<file path="config.mk">
export PLATFORM = sky130hd
export DESIGN_NAME = slider_key_ctrl
export DESIGN_NICKNAME = d
export VERILOG_FILES = /design/src/rtl/slider_key_ctrl.sv
export SDC_FILE = /design/constraint.sdc
export NUM_CORES = 1
export LEC_CHECK = 0
export CORE_MARGIN = 3
export CORE_UTILIZATION = 68
export CTS_CLUSTER_SIZE = 10
export DETAILED_ROUTE_END_ITERATION = 7
export HOLD_SLACK_MARGIN = 0.05
export PLACE_DENSITY = 0.85
export SLEW_MARGIN = 40
export SYNTH_ARGS = -nofsm -noshare
export SYNTH_HDL_FRONTEND = slang
export SYNTH_SLANG_ARGS = --single-unit
</file>
<file path="constraint.sdc">
create_clock -name iVGA_CLK -period 4.1 [get_ports iVGA_CLK]
set_clock_uncertainty 0.05 [all_clocks]
set_input_delay 0.82 -clock iVGA_CLK [delete_from_list [all_inputs] [get_ports iVGA_CLK]]
set_output_delay 0.82 -clock iVGA_CLK [all_outputs]
set_load 0.02 [all_outputs]
</file>
<file path="src/rtl/slider_key_ctrl.sv">
// slider_key_ctrl: debounced push-button to slider move-strobe controller with auto-repeat
// Ports:
//   iVGA_CLK      - single clock, rising edge
//   iRST_n        - asynchronous active-low reset
//   iKEY[3:0]     - raw active-low buttons: [0]=go [1]=back [2]=up [3]=down
//   oSlider_*     - registered one-cycle move strobes, opposing keys on an axis cancel
//   oKey_state    - registered debounced pressed levels, active-high
module slider_key_ctrl #(
    parameter int DEBOUNCE_CYCLES = 250000,
    parameter int REPEAT_DELAY    = 6250000,
    parameter int REPEAT_PERIOD   = 250000
) (
    input  logic       iVGA_CLK,
    input  logic       iRST_n,
    input  logic [3:0] iKEY,
    output logic       oSlider_go,
    output logic       oSlider_back,
    output logic       oSlider_up,
    output logic       oSlider_down,
    output logic [3:0] oKey_state
);
    localparam int DW   = $clog2(DEBOUNCE_CYCLES) + 1;
    localparam int RMAX = (REPEAT_DELAY > REPEAT_PERIOD) ? REPEAT_DELAY : REPEAT_PERIOD;
    localparam int RW   = $clog2(RMAX) + 1;

    typedef enum logic [1:0] {IDLE, HOLD, REPEAT} state_t;

    logic [3:0] sync1_q, sync2_q, samp_q, level_q, raw, strobe_q, mask;

    // Inversion happens ahead of the synchronizer so reset loads the released level.
    // The extra sample stage sets the press-to-strobe latency at 4+DEBOUNCE_CYCLES.
    always_ff @(posedge iVGA_CLK or negedge iRST_n) begin
        if (!iRST_n) begin
            sync1_q <= '0;
            sync2_q <= '0;
            samp_q  <= '0;
        end else begin
            sync1_q <= ~iKEY;
            sync2_q <= sync1_q;
            samp_q  <= sync2_q;
        end
    end

    genvar k;
    generate
        for (k = 0; k < 4; k++) begin : g_key
            logic [DW-1:0] db_q, db_d;
            logic          lvl_q, lvl_d;
            state_t        state_q, state_d;
            logic [RW-1:0] rc_q, rc_d;
            logic          raw_k;

            // Counter only advances on samples differing from the accepted level,
            // so any agreeing sample wipes out a partial glitch.
            always_comb begin
                db_d  = '0;
                lvl_d = lvl_q;
                if (samp_q[k] != lvl_q) begin
                    if (db_q == DW'(DEBOUNCE_CYCLES)) lvl_d = ~lvl_q;
                    else                              db_d  = db_q + 1'b1;
                end
            end

            always_comb begin
                state_d = state_q;
                rc_d    = rc_q;
                raw_k   = 1'b0;
                case (state_q)
                    IDLE: begin
                        if (lvl_q) begin
                            raw_k   = 1'b1;
                            rc_d    = RW'(REPEAT_DELAY - 1);
                            state_d = HOLD;
                        end
                    end
                    HOLD, REPEAT: begin
                        if (!lvl_q) begin
                            rc_d    = '0;
                            state_d = IDLE;
                        end else if (rc_q == '0) begin
                            raw_k   = 1'b1;
                            rc_d    = RW'(REPEAT_PERIOD - 1);
                            state_d = REPEAT;
                        end else begin
                            rc_d = rc_q - 1'b1;
                        end
                    end
                    default: state_d = IDLE;
                endcase
            end

            always_ff @(posedge iVGA_CLK or negedge iRST_n) begin
                if (!iRST_n) begin
                    db_q    <= '0;
                    lvl_q   <= 1'b0;
                    state_q <= IDLE;
                    rc_q    <= '0;
                end else begin
                    db_q    <= db_d;
                    lvl_q   <= lvl_d;
                    state_q <= state_d;
                    rc_q    <= rc_d;
                end
            end

            assign level_q[k] = lvl_q;
            assign raw[k]     = raw_k;
        end
    endgenerate

    // Opposing keys on one axis cancel each other; the other axis is unaffected.
    assign mask = {{2{~(level_q[2] & level_q[3])}}, {2{~(level_q[0] & level_q[1])}}};

    always_ff @(posedge iVGA_CLK or negedge iRST_n) begin
        if (!iRST_n) strobe_q <= '0;
        else         strobe_q <= raw & mask;
    end

    assign oSlider_go   = strobe_q[0];
    assign oSlider_back = strobe_q[1];
    assign oSlider_up   = strobe_q[2];
    assign oSlider_down = strobe_q[3];
    assign oKey_state   = level_q;
endmodule

</file>
-- After elaboration in Yosys (flattened, before gate mapping)
Index checks and enable logic that the tools add are counted.
W data, S select, Z words.
- memories: 0
- bits of input ports: 6
- bits in latches: 0
- register bits: 200
- bits in writable memories: 0
- bits in read-only memories: 0
- $add $sub $neg: 8
- $lt $le $gt $ge: 0
- shifts and indexed selects: 0
- multiplexer cells: 56
- multipliers: 0
- bitwise operators: 10
- reduce and logical (&&, ||, !) cells: 28
- equality and inequality tests: 24
- divide/modulo/power cells: 0
- operator list (operator ; count):
    $mux W24 ; 12
    $pmux W24 S2 ; 4
    $mux W19 ; 8
    $logic_not A24 Y1 ; 4
    $sub A24 B1 Y24 const B ; 4
    $add A19 B1 Y19 const B ; 4
    $eq A19 B18 Y1 const B ; 4
    $mux W2 ; 12
    $reduce_and A2 Y1 ; 12
    $pmux W2 S2 ; 4
    $mux W1 ; 12
    $ne A3 B3 Y1 const B ; 4
    $eq A2 B1 Y1 const B ; 4
    $eq A2 B2 Y1 const B ; 4
    $logic_not A2 Y1 ; 4
    $ne A2 B2 Y1 const B ; 4
    $pmux W1 S2 ; 4
    $reduce_bool A2 Y1 ; 4
    $reduce_or A2 Y1 ; 4
    $not A1 Y1 ; 6
    $and A4 B4 Y4 ; 1
    $ne A1 B1 Y1 ; 4
    $not A4 Y4 ; 1
    $and A1 B1 Y1 ; 2

-- Logic depth before layout (Yosys ltp)
- depth in word-level cells: 5
- gate-level depth with buffers: 9

-- Worst setup path after synthesis
OpenSTA, ideal clock, no wires.
- path type: reg2reg
- start: register g_key[2].rc_q[10]
- end: register g_key[2].rc_q[22]
- cell stages (with the launch flop): 8
- period minus slack after synthesis: 2.410 ns
- path buffers: 2
- data required time: 3.984 ns
- arrival time: 2.294 ns
- slack: 1.690 ns
- cells stage by stage: dfrtp_1 > buf_6 > or4_4 > or4_4 > buf_6 > or3_4 > o41ai_2 > a22o_1
- longest elaborated chain between the ends: 4
- ends and longest elaborated chain (element ; RTL line ; RTL):
    start: declaration ; 50 ; logic [RW-1:0] rc_q, rc_d;
    start signal: assignment ; 102 ; rc_q <= rc_d;
    $sub A24 B1 Y24 or $logic_not A24 Y1 (tied branches) ; 85, 80 ;
    $mux W24 (*) ; 80 ; end else if (rc_q == '0) begin
    $mux W24 (*) ; 77 ; if (!lvl_q) begin
    $pmux W24 S2 (*) ; 68 ; case (state_q)
Every way passes the cells marked *; elsewhere a longest branch is shown, timed or not.
A chain may end at the register's enable or synchronous reset.

-- Final worst setup path
- start: register g_key[0].lvl_q
- end: output port oKey_state[0]
- RTL lines (element ; RTL line ; RTL):
    start: declaration ; 48 ; logic lvl_q, lvl_d;
    start signal: assignment ; 100 ; lvl_q <= lvl_d;
    end: declaration ; 20 ; output logic [3:0] oKey_state
No word-level cell between the ends.

==> metrics.txt <==
Global Route met3 Usage=5.11%; Max clock buf depth=2; most used routing layer in global routing=met2; minimum setup slack among reg-to-reg paths=1.39 ns; Required @ worst endpoint=3.23 ns; gp weighted congestion=0.959; layout cells sized above 1=6.18%; top fanout value on the critical path=17; achievable clock frequency=0.354 GHz; die area=17500 sq um; Post-CTS Resized=0; met1 Resource Use GR=38.3%; nature of the critical path endpoint=output port; Net Count, Synth=1205; average wire per cell in the routed design=17.0 um; initial core utilization=70.5%; portion of the clock cycle consumed by the worst path in the final layout=68.8%; Final Hold Vio Count=0; sum of routed wire length over all layers=23600 um; IO Pins=14; area of the core region=15400 sq um; clock latency on the worst-skew pair=0.44 ns; total congestion overflow after global routing=0; via count of the first global-routing pass=8666; result of the run=complete, no violations; cells after synthesis=1176; class of the tightest hold or removal check=reg2reg; Worst setup SP type=register; TritonCTS clock tree=yes; power per standard cell area=326 nW/um^2; synth unique cells=70; number of antenna cells inserted=0; Pre-antenna DRT Iters=7; final count of pins violating max slew=0; Nets=1198; peak per-stage delay on the critical path=0.78 ns; Buf/Inv on CP=1; total of warnings raised by yosys=0; worst path arrival time=1.95 ns; cts hold-fix bufs=0; crit-path cells=clkdlybuf4s50_1; met2 usage in global routing=44.1%; Worst-Margin Slew=0.873 ns; fraction of the yosys area taken by sequential cells=46.2%; number of buffers inserted by post-CTS setup repair=0; number of clock sinks seen by CTS=200; total negative setup slack=0 ns; cell at the root of the clock tree=sky130_fd_sc_hd__clkbuf_16; worst rel slew slack=41.5%; number of max-capacitance violations reported=0; mean cell area of the mapped netlist=9.21 sq um; initial antenna violation count=0; port bufs=13; synthesized area=10800 sq um; deepest level of the CTS H-tree=4; # DRC=0; CP delay by family, top=flip-flops; number of standard cells in the final layout excluding fillers=1392; master of the slowest instance on the critical path=sky130_fd_sc_hd__dfrtp_1; Main synth FF type=sky130_fd_sc_hd__dfrtp_1; worst ir drop on vdd=0.000333 V; EDFF count, synth=0; sum of net half-perimeters after detailed placement=15500 um; FF+latch count, synth=200; vias per cell=6.51; Leak=5.33 nW; shortest clock period the worst path allows after layout=2.82 ns; detailed-route via count=9067; die span in x=132 um; RSZ-0062 raised after global routing=false; number of nets with antenna violations after detailed routing=0; async set-or-reset flop fraction in the synthesized netlist=100%; number of buffers created by CTS=17; Final Setup Violations=0; area growth from synthesis to layout=8.44%; global-route wire length before repair=40800 um; Iter 0 DRT Violations=935; total routing resource utilization after global routing=27.7%; total instance count after detailed placement=1361; overall die height=132 um; WS Path Type=reg2out; maximum number of pins on one net before global-route repair=103; Reg clk slew, reported paths=0.07 ns; placement row count=45
-- metrics by stage --
| stage | hold slack, ns | setup WS [ns] | cell area, sq um | total power, mW | util [%] |
|---|---|---|---|---|---|
| final | 0.299 | 1.28 | 11700 | 3.83 | 76.4 |
| after CTS | 0.302 | 1.28 | 11700 | 3.86 | 76.3 |
| after floorplan | 0.281 | 1.69 | 10800 | 2.07 | - |
| after global placement | 0.284 | 1.53 | 11100 | 2.13 | 72.3 |
| after global routing | 0.311 | 1.22 | 11700 | 3.95 | 76.4 |
| after detailed placement | 0.287 | 1.45 | 11100 | 2.13 | 72.3 |
-- Yosys cell counts, types with 12 or more instances --
cell | count | area [sq um]
sky130_fd_sc_hd__dfrtp_1 | 200 | 5000
sky130_fd_sc_hd__nor2_1 | 143 | 537
sky130_fd_sc_hd__nand2_1 | 70 | 263
sky130_fd_sc_hd__a21oi_1 | 68 | 340
sky130_fd_sc_hd__o21ai_0 | 65 | 325
sky130_fd_sc_hd__nand3_1 | 59 | 295
sky130_fd_sc_hd__inv_1 | 55 | 206
sky130_fd_sc_hd__xor2_1 | 47 | 412
sky130_fd_sc_hd__clkbuf_1 | 45 | 169
sky130_fd_sc_hd__nor3_1 | 35 | 175
sky130_fd_sc_hd__nor4_1 | 34 | 213
sky130_fd_sc_hd__nand4_1 | 31 | 194
sky130_fd_sc_hd__xnor2_1 | 30 | 263
sky130_fd_sc_hd__ha_1 | 23 | 288
sky130_fd_sc_hd__a31oi_1 | 20 | 125
sky130_fd_sc_hd__or3_1 | 17 | 106
sky130_fd_sc_hd__and4_1 | 14 | 123
sky130_fd_sc_hd__or4_1 | 13 | 97.6
sky130_fd_sc_hd__a22o_1 | 12 | 105
sky130_fd_sc_hd__o31ai_1 | 12 | 90.1
-- where the power goes --
group | internal [mW] | leakage, nW | total, mW | switching [mW]
Combinational | 0.0259 | 2.29 | 0.0904 | 0.0645
Clock | 0.984 | 0.285 | 1.74 | 0.758
Sequential | 1.99 | 2.76 | 2.00 | 0.0136
-- kinds of logic (layout without fill, tap and decap cells) --
kind of cell / Yosys count / in the layout / synth area share, %
muxes: 11 / 11 / 1.05
DFF: 200 / 200 / 46.2
xor gates and xnor gates: 77 / 77 / 6.23
and+or+nand+nor: 487 / 487 / 23.6
AOI/OAI and AO/OA: 270 / 270 / 16.3
adders and majority gates: 23 / 23 / 2.66
buffers and inverters: 108 / 113 / 4.02
-- sequential cells by signal, summed over array words and instances (netlist names) --
register	flops
g_key.state_q	8
g_key.db_q	76
samp_q	4
sync1_q	4
strobe_q	4
g_key.rc_q	96
g_key.lvl_q	4
sync2_q	4
-- area by class of cell --
class                           count  area, sq um
Tap cell                          211          264
Fill cell                        1059         3630
Multi-Input combinational cell    868         5420
Clock inverter                     12          166
Sequential cell                   200         5000
Timing Repair Buffer               25          238
Clock buffer                       19          443
Inverter                           57          214
-- cell usage in the layout (no fill, tap or decap), drive strengths merged, types with 5 or more instances in the layout --
cell / netlist / layout
and4: 14 / 14
a41oi: 5 / 5
clkbuf: 45 / 19
or4: 15 / 15
a21oi: 68 / 68
nor2b: 8 / 8
nor2: 143 / 143
or3: 19 / 19
o22ai: 10 / 10
o41ai: 7 / 7
nand3: 59 / 59
nor4b: 10 / 10
a22o: 13 / 13
and2: 8 / 8
dfrtp: 200 / 200
mux2i: 8 / 8
o22a: 8 / 8
a22oi: 7 / 7
and3: 11 / 11
inv: 55 / 59
nor3: 35 / 35
o21a: 6 / 6
nor4: 36 / 36
ha: 23 / 23
nand4: 31 / 31
xnor2: 30 / 30
nand2: 70 / 70
xor2: 47 / 47
or2: 10 / 10
clkdlybuf4s50: 0 / 12
o31ai: 13 / 13
buf: 6 / 13
o21ai: 68 / 68
a31oi: 20 / 20
a21o: 8 / 8
-- final timing paths --
check,depth (start not counted),from,endpoint
setup / recovery,1,g_key[0].lvl_q,oKey_state[0]
hold / removal,0,sync2_q[0],samp_q[0]
setup reg to reg,5,g_key[0].rc_q[10],g_key[0].rc_q[9]
hold reg to reg,0,sync2_q[0],samp_q[0]
max in group asynchronous,2,iRST_n,g_key[1].rc_q[16]
min in group asynchronous,1,iRST_n,g_key[2].db_q[6]
-- metal layers --
metal | part of all wire (%) | vias to the layer above | wire (um)
met4 | 2.6 | 0 | 606
met5 | 0 | - | 0
met1 | 44 | 4336 | 10400
li1 | - | 4298 | -
met2 | 47 | 367 | 11200
met3 | 6.1 | 66 | 1430
(Power assumes the default switching activity.)
